### config.mk
export PLATFORM = sky130hd
export DESIGN_NAME = dm_arbiter
export DESIGN_NICKNAME = d
export VERILOG_FILES = /design/src/rtl/dm_arb_pkg.sv /design/src/rtl/rr_pick.sv /design/src/rtl/dm_arbiter.sv
export SDC_FILE = /design/constraint.sdc
export NUM_CORES = 1
export LEC_CHECK = 0
export CORE_AREA = 3 3 152 154
export DETAILED_ROUTE_END_ITERATION = 7
export DIE_AREA = 0 0 155 157
export GPL_TIMING_DRIVEN = 0
export HOLD_SLACK_MARGIN = 0.05
export SLEW_MARGIN = 10
export SYNTH_ARGS = -nofsm -noshare
export SYNTH_HDL_FRONTEND = slang
export SYNTH_SLANG_ARGS = --single-unit
export TNS_END_PERCENT = 20
### constraint.sdc
create_clock -name clk -period 6.29 [get_ports clk]
set_input_delay 0.629 -clock clk [delete_from_list [all_inputs] [get_ports clk]]
set_output_delay 0.629 -clock clk [all_outputs]
set_load 0.005 [all_outputs]
### src/rtl/dm_arb_pkg.sv
// ----------------------------------------------------------------------
// dm_arb_pkg : shared types and constants for the dm_arbiter block
// Revision   : 1.0
// ----------------------------------------------------------------------
`default_nettype none

package dm_arb_pkg;

  typedef enum logic [1:0] {
    IDLE = 2'd0,
    OWN0 = 2'd1,
    OWN1 = 2'd2
  } arb_state_e;

  localparam int unsigned MAX_BURST_DEFAULT = 4;

  localparam logic [31:0] c_word_align_mask = 32'h0000_0003;

  function automatic logic is_word_aligned(input logic [31:0] a);
    return (a & c_word_align_mask) == 32'h0000_0000;
  endfunction

endpackage : dm_arb_pkg

`default_nettype wire

### src/rtl/rr_pick.sv
// ----------------------------------------------------------------------
// rr_pick : two-way round-robin picker, one-hot grant from valids and rr
// Revision : 1.0
// ----------------------------------------------------------------------
`default_nettype none

module rr_pick (
  input  logic [1:0] i_valid,
  input  logic       i_rr,
  output logic [1:0] o_gnt
);

  // rr names the requester that wins a tie
  always_comb begin
    o_gnt    = 2'b00;
    o_gnt[0] = i_valid[0] && (!i_valid[1] || !i_rr);
    o_gnt[1] = i_valid[1] && (!i_valid[0] ||  i_rr);
  end

endmodule : rr_pick

`default_nettype wire

### src/rtl/dm_arbiter.sv
// ----------------------------------------------------------------------
// dm_arbiter : two-requester lock/burst arbiter in front of a data memory
// Revision   : 1.0
// ----------------------------------------------------------------------
`default_nettype none

module dm_arbiter
  import dm_arb_pkg::*;
#(
  parameter int unsigned MAX_BURST = MAX_BURST_DEFAULT
) (
  input  logic        clk,
  input  logic        reset,

  input  logic        req0_valid,
  output logic        req0_ready,
  input  logic        req0_we,
  input  logic        req0_lock,
  input  logic [31:0] req0_addr,
  input  logic [31:0] req0_wdata,
  input  logic [31:0] req0_pc,
  output logic        rsp0_valid,
  output logic [31:0] rsp0_rdata,
  output logic        rsp0_err,

  input  logic        req1_valid,
  output logic        req1_ready,
  input  logic        req1_we,
  input  logic        req1_lock,
  input  logic [31:0] req1_addr,
  input  logic [31:0] req1_wdata,
  input  logic [31:0] req1_pc,
  output logic        rsp1_valid,
  output logic [31:0] rsp1_rdata,
  output logic        rsp1_err,

  output logic        MemWrite,
  output logic [31:0] PC,
  output logic [31:0] addr,
  output logic [31:0] writeData,
  input  logic [31:0] readData
);

  localparam int unsigned BCNT_W = $clog2(MAX_BURST + 1);
  localparam logic [BCNT_W-1:0] c_bcnt_max = BCNT_W'(MAX_BURST);

  arb_state_e        state_q, state_d;
  logic              rr_q, rr_d;
  logic [BCNT_W-1:0] bcnt_q, bcnt_d;

  logic [1:0]        rsp_valid_q, rsp_valid_d;
  logic [1:0]        rsp_err_q, rsp_err_d;
  logic [31:0]       rsp0_rdata_q, rsp0_rdata_d;
  logic [31:0]       rsp1_rdata_q, rsp1_rdata_d;

  logic [1:0]        w_valid;
  logic [1:0]        w_rr_gnt;
  logic [1:0]        w_ready;
  logic [1:0]        w_xfer;
  logic              w_any_xfer;
  logic              w_sel;
  logic              w_sel_we;
  logic              w_sel_lock;
  logic              w_sel_aligned;
  logic [31:0]       w_sel_addr;
  logic [31:0]       w_sel_wdata;
  logic [31:0]       w_sel_pc;
  logic              w_bcnt_at_max;
  logic [BCNT_W-1:0] w_bcnt_inc;
  logic              w_own;
  logic              w_own_valid;
  logic              w_other_valid;
  logic              w_rd_ok;

  assign w_valid       = {req1_valid, req0_valid};
  assign w_bcnt_at_max = (bcnt_q == c_bcnt_max);

  rr_pick u_rr_pick (
    .i_valid (w_valid),
    .i_rr    (rr_q),
    .o_gnt   (w_rr_gnt)
  );

  // A saturated owner yields for one cycle when the other side shows up
  always_comb begin
    w_ready = 2'b00;
    unique case (state_q)
      IDLE:    w_ready = w_rr_gnt;
      OWN0:    w_ready = {1'b0, !(w_bcnt_at_max && req1_valid)};
      OWN1:    w_ready = {!(w_bcnt_at_max && req0_valid), 1'b0};
      default: w_ready = 2'b00;
    endcase
    if (!reset) begin
      w_ready = 2'b00;
    end
  end

  assign w_xfer     = w_valid & w_ready;
  assign w_any_xfer = |w_xfer;
  assign req0_ready = w_ready[0];
  assign req1_ready = w_ready[1];

  always_comb begin
    w_sel         = w_xfer[1];
    w_sel_we      = w_sel ? req1_we    : req0_we;
    w_sel_lock    = w_sel ? req1_lock  : req0_lock;
    w_sel_addr    = w_sel ? req1_addr  : req0_addr;
    w_sel_wdata   = w_sel ? req1_wdata : req0_wdata;
    w_sel_pc      = w_sel ? req1_pc    : req0_pc;
    w_sel_aligned = is_word_aligned(w_sel_addr);
  end

  assign addr      = w_any_xfer ? w_sel_addr  : 32'h0000_0000;
  assign PC        = w_any_xfer ? w_sel_pc    : 32'h0000_0000;
  assign writeData = w_any_xfer ? w_sel_wdata : 32'h0000_0000;
  assign MemWrite  = w_any_xfer && w_sel_we && w_sel_aligned;

  always_comb begin
    state_d       = state_q;
    rr_d          = rr_q;
    bcnt_d        = bcnt_q;
    w_own         = (state_q == OWN1);
    w_own_valid   = w_own ? req1_valid : req0_valid;
    w_other_valid = w_own ? req0_valid : req1_valid;
    w_bcnt_inc    = w_bcnt_at_max ? bcnt_q : bcnt_q + BCNT_W'(1);

    unique case (state_q)
      IDLE: begin
        if (w_any_xfer) begin
          if (w_sel_lock) begin
            state_d = w_sel ? OWN1 : OWN0;
            bcnt_d  = BCNT_W'(1);
          end else begin
            rr_d = !w_sel;
          end
        end
      end
      OWN0, OWN1: begin
        if (!w_own_valid) begin
          state_d = IDLE;
          bcnt_d  = '0;
        end else if (!w_any_xfer || !w_sel_lock ||
                     (w_other_valid && w_bcnt_inc == c_bcnt_max)) begin
          // Lock released or burst budget spent: hand the next tie to the other side
          state_d = IDLE;
          bcnt_d  = '0;
          rr_d    = !w_own;
        end else begin
          bcnt_d = w_bcnt_inc;
        end
      end
      default: begin
        state_d = IDLE;
        bcnt_d  = '0;
      end
    endcase
  end

  // readData is captured at the transfer edge, so a same-cycle write is not seen
  always_comb begin
    w_rd_ok      = w_any_xfer && !w_sel_we && w_sel_aligned;
    rsp_valid_d  = w_xfer;
    rsp_err_d    = w_xfer & {2{!w_sel_aligned}};
    rsp0_rdata_d = (w_rd_ok && w_xfer[0]) ? readData : 32'h0000_0000;
    rsp1_rdata_d = (w_rd_ok && w_xfer[1]) ? readData : 32'h0000_0000;
  end

  always_ff @(posedge clk) begin
    if (!reset) begin
      state_q      <= IDLE;
      rr_q         <= 1'b0;
      bcnt_q       <= '0;
      rsp_valid_q  <= 2'b00;
      rsp_err_q    <= 2'b00;
      rsp0_rdata_q <= 32'h0000_0000;
      rsp1_rdata_q <= 32'h0000_0000;
    end else begin
      state_q      <= state_d;
      rr_q         <= rr_d;
      bcnt_q       <= bcnt_d;
      rsp_valid_q  <= rsp_valid_d;
      rsp_err_q    <= rsp_err_d;
      rsp0_rdata_q <= rsp0_rdata_d;
      rsp1_rdata_q <= rsp1_rdata_d;
    end
  end

  assign rsp0_valid = rsp_valid_q[0];
  assign rsp1_valid = rsp_valid_q[1];
  assign rsp0_err   = rsp_err_q[0];
  assign rsp1_err   = rsp_err_q[1];
  assign rsp0_rdata = rsp0_rdata_q;
  assign rsp1_rdata = rsp1_rdata_q;

endmodule : dm_arbiter

`default_nettype wire

======== Word-level counts from Yosys, hierarchy flattened ========
Index checks and enable logic that the tools add are counted.
word-level totals
  logic and storage cells ................. 85
  bits of input ports ..................... 232
  output and inout port bits .............. 167
  bits in registers ....................... 74
operators by class
  add/sub/neg operators ................... 1
  equal/unequal tests ..................... 10
  bitwise operators ....................... 2
  multiplexer cells ....................... 29
  reductions and logical operators ........ 36
operators with widths
  operator                                                         number
  32-bit two-way mux                                               6
  32-bit zero test                                                 1
  3-bit two-way mux                                                5
  2-bit two-way mux                                                6
  1-bit logical AND                                                11
  1-bit zero test                                                  11
  2-bit != test, second input constant                             5
  1-bit two-way mux                                                8
  3-bit == test, second input constant                             2
  2-bit one-hot mux with 3 select lines                            1
  3-bit one-hot mux with 2 select lines                            1
  2-bit AND reduction                                              3
  5-bit AND reduction                                              1
  2-bit bitwise AND                                                2
  1-bit logical OR                                                 4
  2-bit one-hot mux with 2 select lines                            1
  2-bit OR reduction                                               2
  3-bit by 1-bit adder with 3-bit output, second input constant    1
  3-bit != test, second input constant                             1
  3-bit AND reduction                                              1
  2-bit by 1-bit == test with 1-bit output, second input constant  1
  2-bit == test, second input constant                             1
  2-bit zero test                                                  1
  1-bit one-hot mux with 2 select lines                            1
  2-bit nonzero test                                               1

======== Logic depth before layout (Yosys ltp) ========
Gate-level depths: netlist of run 1.
  depth in word-level cells ............... 13
  mapped depth ............................ 10

======== Modules after synthesis ========
Synthesis of run 1 repeated with hierarchy kept, for this count alone.
second synthesis, totals
  cell total of the unflattened synthesis .. 541
  area total of the unflattened synthesis .. 3808.7 um2
by module, submodules not included
  module      cells an instance  instances  seq. area each (um2)  area each (um2)
  dm_arbiter  538                1          1481.4                3789.9
  rr_pick     3                  1          0.0                   18.8

======== Worst setup path after synthesis of run 1 ========
Ideal clock, no wire load.
  path kind ............................... input to output
  start point ............................. input reset
  end point ............................... output PC[12]
  cell stages on the path ................. 8
  buffers on the path ..................... 2
  arrival time ............................ 2.037 ns
  slack ................................... 3.624 ns
  required time ........................... 5.661 ns
  cells stage by stage .................... and2b_4 -> and4_4 -> a21oi_4 -> inv_2 -> nor2_1 -> buf_2 -> buf_2 -> a22o_1
on the way
  longest elaborated chain between the ends .. 4
  elaborated cells between the ends (all ways) .. 5
RTL lines
  what                                                      RTL line                             RTL
  from (decl)                                               dm_arbiter.sv:13                     input logic reset,
  2-bit two-way mux (*)                                     dm_arbiter.sv:93                     if (!reset) begin
  2-bit bitwise AND (*)                                     dm_arbiter.sv:98                     assign w_xfer = w_valid & w_ready;
  32-bit two-way mux or 2-bit OR reduction (tied branches)  dm_arbiter.sv:109, dm_arbiter.sv:99
  32-bit two-way mux (*)                                    dm_arbiter.sv:114                    assign PC = w_any_xfer ? w_sel_pc : 32'h0000_0000;
  to (decl)                                                 dm_arbiter.sv:38                     output logic [31:0] PC,
Every way passes the cells marked *; elsewhere a longest branch is shown, timed or not.

======== Final worst setup path of run 1 ========
  start point ............................. input reset
  end point ............................... output writeData[10]
on the way
  longest elaborated chain between the ends .. 4
  elaborated cells between the ends (all ways) .. 5
RTL lines
  what                                                      RTL line                             RTL
  2-bit two-way mux (*)                                     dm_arbiter.sv:93
  2-bit bitwise AND (*)                                     dm_arbiter.sv:98
  32-bit two-way mux or 2-bit OR reduction (tied branches)  dm_arbiter.sv:108, dm_arbiter.sv:99
  32-bit two-way mux (*)                                    dm_arbiter.sv:115                    assign writeData = w_any_xfer ? w_sel_wdata : 32'h0000_0000;
  to (decl)                                                 dm_arbiter.sv:40                     output logic [31:0] writeData,
Marked as above.

==> impl_results.md, run 1 <==
- Status: complete, no violations
- Kind of critical path: input pin to output port
- Die Wd: 155 µm
- Hold Path Cell Cnt: 2
- Hpwl dp: 17500 µm
- Slew headroom: a little under half
- Num ports: 399
- Initial antenna violation count: 3
- VDD IR max: 0.119 mV
- Clk Latency, worst-skew pair: 0.33 ns
- Final setup viols: 0
- CTS tree: yes
- Area leader, netlist: dfxtp_1
- H-tree levels: 3
- Core Box Area: 21800 µm²
- Power Density: 177 nW/µm²
- Share of layout cells above drive strength 1: 8.77%
- DRC Markers: 0
- Final min period: roughly 4.5 ns
- Net Count, Synth: roughly 620
- Buffers added on ports: a little under 400
- # rows: 54
- Synthesis-stage register bit count: 74
- Clock-pin slew on the worst setup and hold paths: approximately 0.060 ns
- Max Clock Skew: 0.00609 ns
- Number of CTS-inserted buffers: 9
- Avg Synthesized Cell Area: around 9.4 µm²
- DIE HEIGHT: 157 µm
- Vias in the first global route: 4574
- Synthesis-to-layout area growth: 128%
- Hold_buf cts: 0
- Crit end category: output port
- Startpoint Class: input pin
- Root buffer cell: clkbuf_16
- Worst Hold Path EP: rr_q
- WL per Instance: 19.1 µm
- Syn. warnings: 0
- Post-Synthesis Cells: 384
- Cell Area, Placed: just under 8000 µm²
- Leak: 3.22 nW
- Register area share after synthesis: 41.1%
- Final WL: 20600 µm
- Top cells by area, synth: dfxtp_1, a22o_1, and2_1
- Multi-input gate area: about 1800 µm²
- R2R depth: 10
- CTS sink cnt: 74
- Seq. cell area: 1480 µm²
- Top-area cell type share of the netlist area: 41.1%
- Worst-path maximum fanout: 10
- Worst R2R Start: bcnt_q[0]
- DRT antenna net count: 0
- Most frequent cells in the layout: clkdlybuf4s50_1, a22o_1, dfxtp_1
- Routability congestion estimate from global placement: 0.850
- Total gr overflow: 0
- Setup TNS: 0 ns
- Slew @ Worst Pin: 0.816 ns
- Netlist cell types: 43
- Post-route core utilization: 37.7%
- R2r endpoint: rsp0_rdata[31]
- Total Routing Usage GR: around 16%
- DRT iter0 DRCs: roughly 120
- Period utilization: between 70% and 80%
- DR pass1 iterations: 5
- Cts repair resizes: 0
- RSZ-0062 raised after global routing: no
- Critical Path AT: just under 4 ns
- Hold wc startpoint: rr_q
- Worst Path Required: 5.66 ns
- Final Power: 1.46 mW
- Syn Std Cell Area: 3610 µm²
- DR vias/cell: 4.11
- Most common cell after layout, fill and taps aside: clkdlybuf4s50_1
- Type of the worst min-delay path: flip-flop to flip-flop
- First-pass GRT wire length: 28700 µm
- Max-slew violations: 0
- Max Fclk: around 220 MHz
- Flop-to-flop setup slack: 3.69 ns
- Initial core utilization: 16.5%
- Postcts setup bufs: 0
- Final Cell Area: 8220 µm²
- Fin. Hold Viols: 0
- Via count: 4438
- Fillers: 2234
- MaxCap Viol Count: 0
- Nets@finish: 1031
- Clock buffer depth: 2
- Die area: ~24000 µm²
- Largest net degree at the start of global routing: 14
## power breakdown
part	total [mW]	internal [mW]	switching, mW
clock network	0.468	0.268	0.200
registers	0.484	0.479	0.00473
logic	0.506	0.325	0.181
## per-stage QoR
stage | hold WS [ns] | worst slack (ns) | instances
finish | 0.520 | 1.81 | 1080
global placement | 0.509 | 1.77 | 1062
CTS | 0.519 | 1.70 | 1078
detailed placement | 0.509 | 1.71 | 1062
floorplan | 0.475 | 3.62 | 384
global route | 0.555 | 1.57 | 1080
## final cells by class
type	instances	share of cell area [%]
diodes	2	0.0609
plain buffers	29	1.84
clock buffers	10	2.79
clock inverters	6	0.518
inverters	39	1.78
multi-input cells	242	22.3
flip-flops and latches	74	18.0
well taps	280	4.26
repair buffers	398	48.5
## cell usage after synthesis, drive strengths merged
cell type / count
a22o: 96
dfxtp: 74
nor2: 40
inv: 39
and2: 34
clkbuf: 15
buf: 14
a21oi: 10
nand2: 7
ha: 6
nand3: 6
a21boi: 4
mux2i: 4
nand2b: 4
o311ai: 3
a32o: 2
and3: 2
nand3b: 2
nor4: 2
o21ai: 2
or2: 2
or4: 2
a2111o: 1
a211o: 1
a21o: 1
a22oi: 1
a31o: 1
and2b: 1
and4: 1
mux2: 1
nand4: 1
nand4b: 1
o2111ai: 1
o211ai: 1
o21a: 1
or3b: 1
## cells by family after synthesis
logic type | count (synthesis) | share of synthesized area (%)
adder cells (fa/ha/maj) | 6 | 2.08
flip-flops | 74 | 41.1
AO/OA/AOI/OAI | 125 | 29.4
multiplexers | 5 | 1.53
AND/OR/NAND/NOR | 106 | 17.6
buffers and inverters | 68 | 8.25
## how the worst max path moves through the flow
stage | start | slack [ns] | endpoint
global placement | reset | 1.77 | writeData[10]
finish | reset | 1.81 | writeData[10]
CTS | reset | 1.70 | writeData[10]
floorplan | reset | 3.62 | PC[12]
detailed placement | reset | 1.71 | writeData[10]
global route | reset | 1.57 | writeData[10]
## critical path, cell delays in order
cell and delay (ns):
clkdlybuf4s50_1 0.59, and2b_4 0.29, and4_4 0.20, a21oi_4 0.28, inv_2 0.12, nor2_1 0.36, buf_2 0.32, buf_2 0.31
a22o_1 0.22, clkdlybuf4s50_1 0.52
## flip-flops by register name, indices dropped and copies added, names as in the netlist
name         cells
rsp0_rdata      32
state_q          2
bcnt_q           3
rr_q             1
rsp_err_q        2
rsp_valid_q      2
rsp1_rdata      32
## per-layer routing
metal	up-vias	global-route usage (%)	wire (µm)
met1	2025	19.5	8610
met5	-	0	20
li1	2188	-	-
met4	2	3.62	144
met2	210	26.4	10100
met3	13	5.39	1660
(Power assumes the default switching activity.)
==> run 2, diff against run 1 <==
- CORE_AREA: 3 3 152 154 -> 3 3 153 155
- DIE_AREA: 0 0 155 157 -> 0 0 156 158
- clock period: 6.29 -> 4.6 ns (I/O delays scaled with it)
==> impl_results.md, run 2 (synthesized netlist as in run 1, its figures left out) <==
- Leak: 3.22 nW (+0.18%)
- Share of layout cells above drive strength 1: 8.90% (+0.13 points)
- WL per Instance: 19.8 µm (+3.7%)
- DRC Markers: 0 (unchanged)
- Hold_buf cts: 0 (unchanged)
- DRT iter0 DRCs: 200 (+63%)
- Worst-path maximum fanout: 10 (unchanged)
- DR pass1 iterations: 4 (-1)
- # rows: 54 (unchanged)
- DIE HEIGHT: 158 µm (+0.64%)
- Crit end category: output port
- H-tree levels: 3 (unchanged)
- Core Box Area: 22000 µm² (+0.62%)
- Num ports: 399 (unchanged)
- Synthesis-to-layout area growth: 128%
- Max-slew violations: 0 (unchanged)
- Final WL: 21300 µm (+3.5%)
- Number of CTS-inserted buffers: 9 (unchanged)
- Nets@finish: 1031 (unchanged)
- Hpwl dp: 17900 µm (+2.5%)
- Die area: 24600 µm² (+1.3%)
- VDD IR max: 0.177 mV (+48%)
- CTS sink cnt: 74 (unchanged)
- Die Wd: 156 µm (+0.65%)
- Critical Path AT: 3.89 ns (+0.04 ns)
- Initial core utilization: 16.4% (-0.10 points)
- RSZ-0062 raised after global routing: no
- Status: complete, no violations
- Routability congestion estimate from global placement: 0.813 (-4.3%)
- Postcts setup bufs: 0 (unchanged)
- Clock buffer depth: 2 (unchanged)
- Slew @ Worst Pin: 0.842 ns (+0.0262 ns)
- First-pass GRT wire length: 28600 µm (-0.38%)
- Antenna Diode Count: 0 (-2)
- Largest net degree at the start of global routing: 16 (+2)
- Kind of critical path: input pin to output port
- Max Clock Skew: 0.00839 ns (+0.00230 ns)
- Cell Area, Placed: 7940 µm² (unchanged)
- Most common cell after layout, fill and taps aside: clkdlybuf4s50_1
- Total gr overflow: 0 (unchanged)
- Final Cell Area: 8230 µm² (+0.12%)
- Slew headroom: 43.9% (-1.2 points)
- Clk Latency, worst-skew pair: 0.34 ns (about the same)
- Clock-pin slew on the worst setup and hold paths: 0.06 ns (about the same)
- Root buffer cell: clkbuf_16
- Power Density: 248 nW/µm² (+40%)
- Vias in the first global route: 4439 (-3.0%)
- Startpoint Class: input pin
- Most frequent cells in the layout: clkdlybuf4s50_1, a22o_1, dfxtp_1
- MaxCap Viol Count: 0 (unchanged)
- Max Fclk: 230 MHz
- Worst Path Required: 4.14 ns (-1.52 ns)
- Initial antenna violation count: 1 (-2)
- Buffers added on ports: 398 (unchanged)
- Period utilization: 94.5%
- CTS tree: yes
- Final setup viols: 0 (unchanged)
- DRT antenna net count: 0 (unchanged)
- Type of the worst min-delay path: flip-flop to flip-flop
- Final min period: 4.35 ns
- Fin. Hold Viols: 0 (unchanged)
- Via count: 4483 (+1.0%)
- Cts repair resizes: 0 (unchanged)
- Total Routing Usage GR: 15.7% (-0.024 points)
- Setup TNS: 0 ns (unchanged)
- DR vias/cell: 4.16 (+1.2%)
- Fillers: 2250 (+0.72%)
-- run 2: layout make-up --
class                      instances  area, µm²  share of cell area [%]
clock inverter                     7       61.3                   0.745
buffer                            29        151                    1.84
multi-input combinational        242       1830                    22.2
clock buffer                       9        225                    2.74
tap                              280        350                    4.26
inverter                          39        146                    1.78
timing repair buffer             398       3980                    48.4
sequential                        74       1480                    18.0
-- run 2: metrics by stage --
step | utilization (%) | hold slack [ns] | cells | power, mW | setup slack [ns]
CTS | 37.5 | 0.529 | 1078 | 2.07 | 0.192
detailed placement | 36.2 | 0.520 | 1062 | 1.38 | 0.213
global placement | 36.2 | 0.517 | 1062 | 1.38 | 0.217
global route | 37.5 | 0.567 | 1078 | 2.14 | 0.0191
finish | 37.5 | 0.538 | 1078 | 2.04 | 0.253
floorplan | - | 0.475 | 384 | 0.895 | 2.13
-- run 2: worst max-delay path, stage by stage --
cell             delay, ns
clkdlybuf4s50_1       0.67
and2b_4               0.26
and4_4                0.26
a21oi_4               0.07
inv_2                 0.12
buf_6                 0.17
clkbuf_1              0.65
nand3b_1              0.15
a21boi_0              0.46
clkdlybuf4s50_1       0.61
-- run 2: path summary, 6_finish.rpt --
check	start	end	slack (ns)	cells past startpoint
max reg2reg	bcnt_q[0]	rsp1_rdata[18]	2.07	8
max	reset	MemWrite	0.25	10
min reg2reg	rr_q	rr_q	0.54	2
min	rr_q	rr_q	0.54	2
-- run 2: routing by layer --
layer,global-route usage [%],up-vias,share of wire [%]
met3,5.52,21,9.0
li1,-,2192,-
met1,20.1,2028,43
met2,25.3,242,47
met5,0,-,0
met4,3.91,0,1.5
-- run 2: power by group --
| part | total, mW | internal, mW | switching, mW |
|---|---|---|---|
| sequential | 0.661 | 0.655 | 0.00657 |
| clock | 0.675 | 0.375 | 0.301 |
| combinational | 0.704 | 0.444 | 0.259 |
| total | 2.04 | 1.47 | 0.567 |
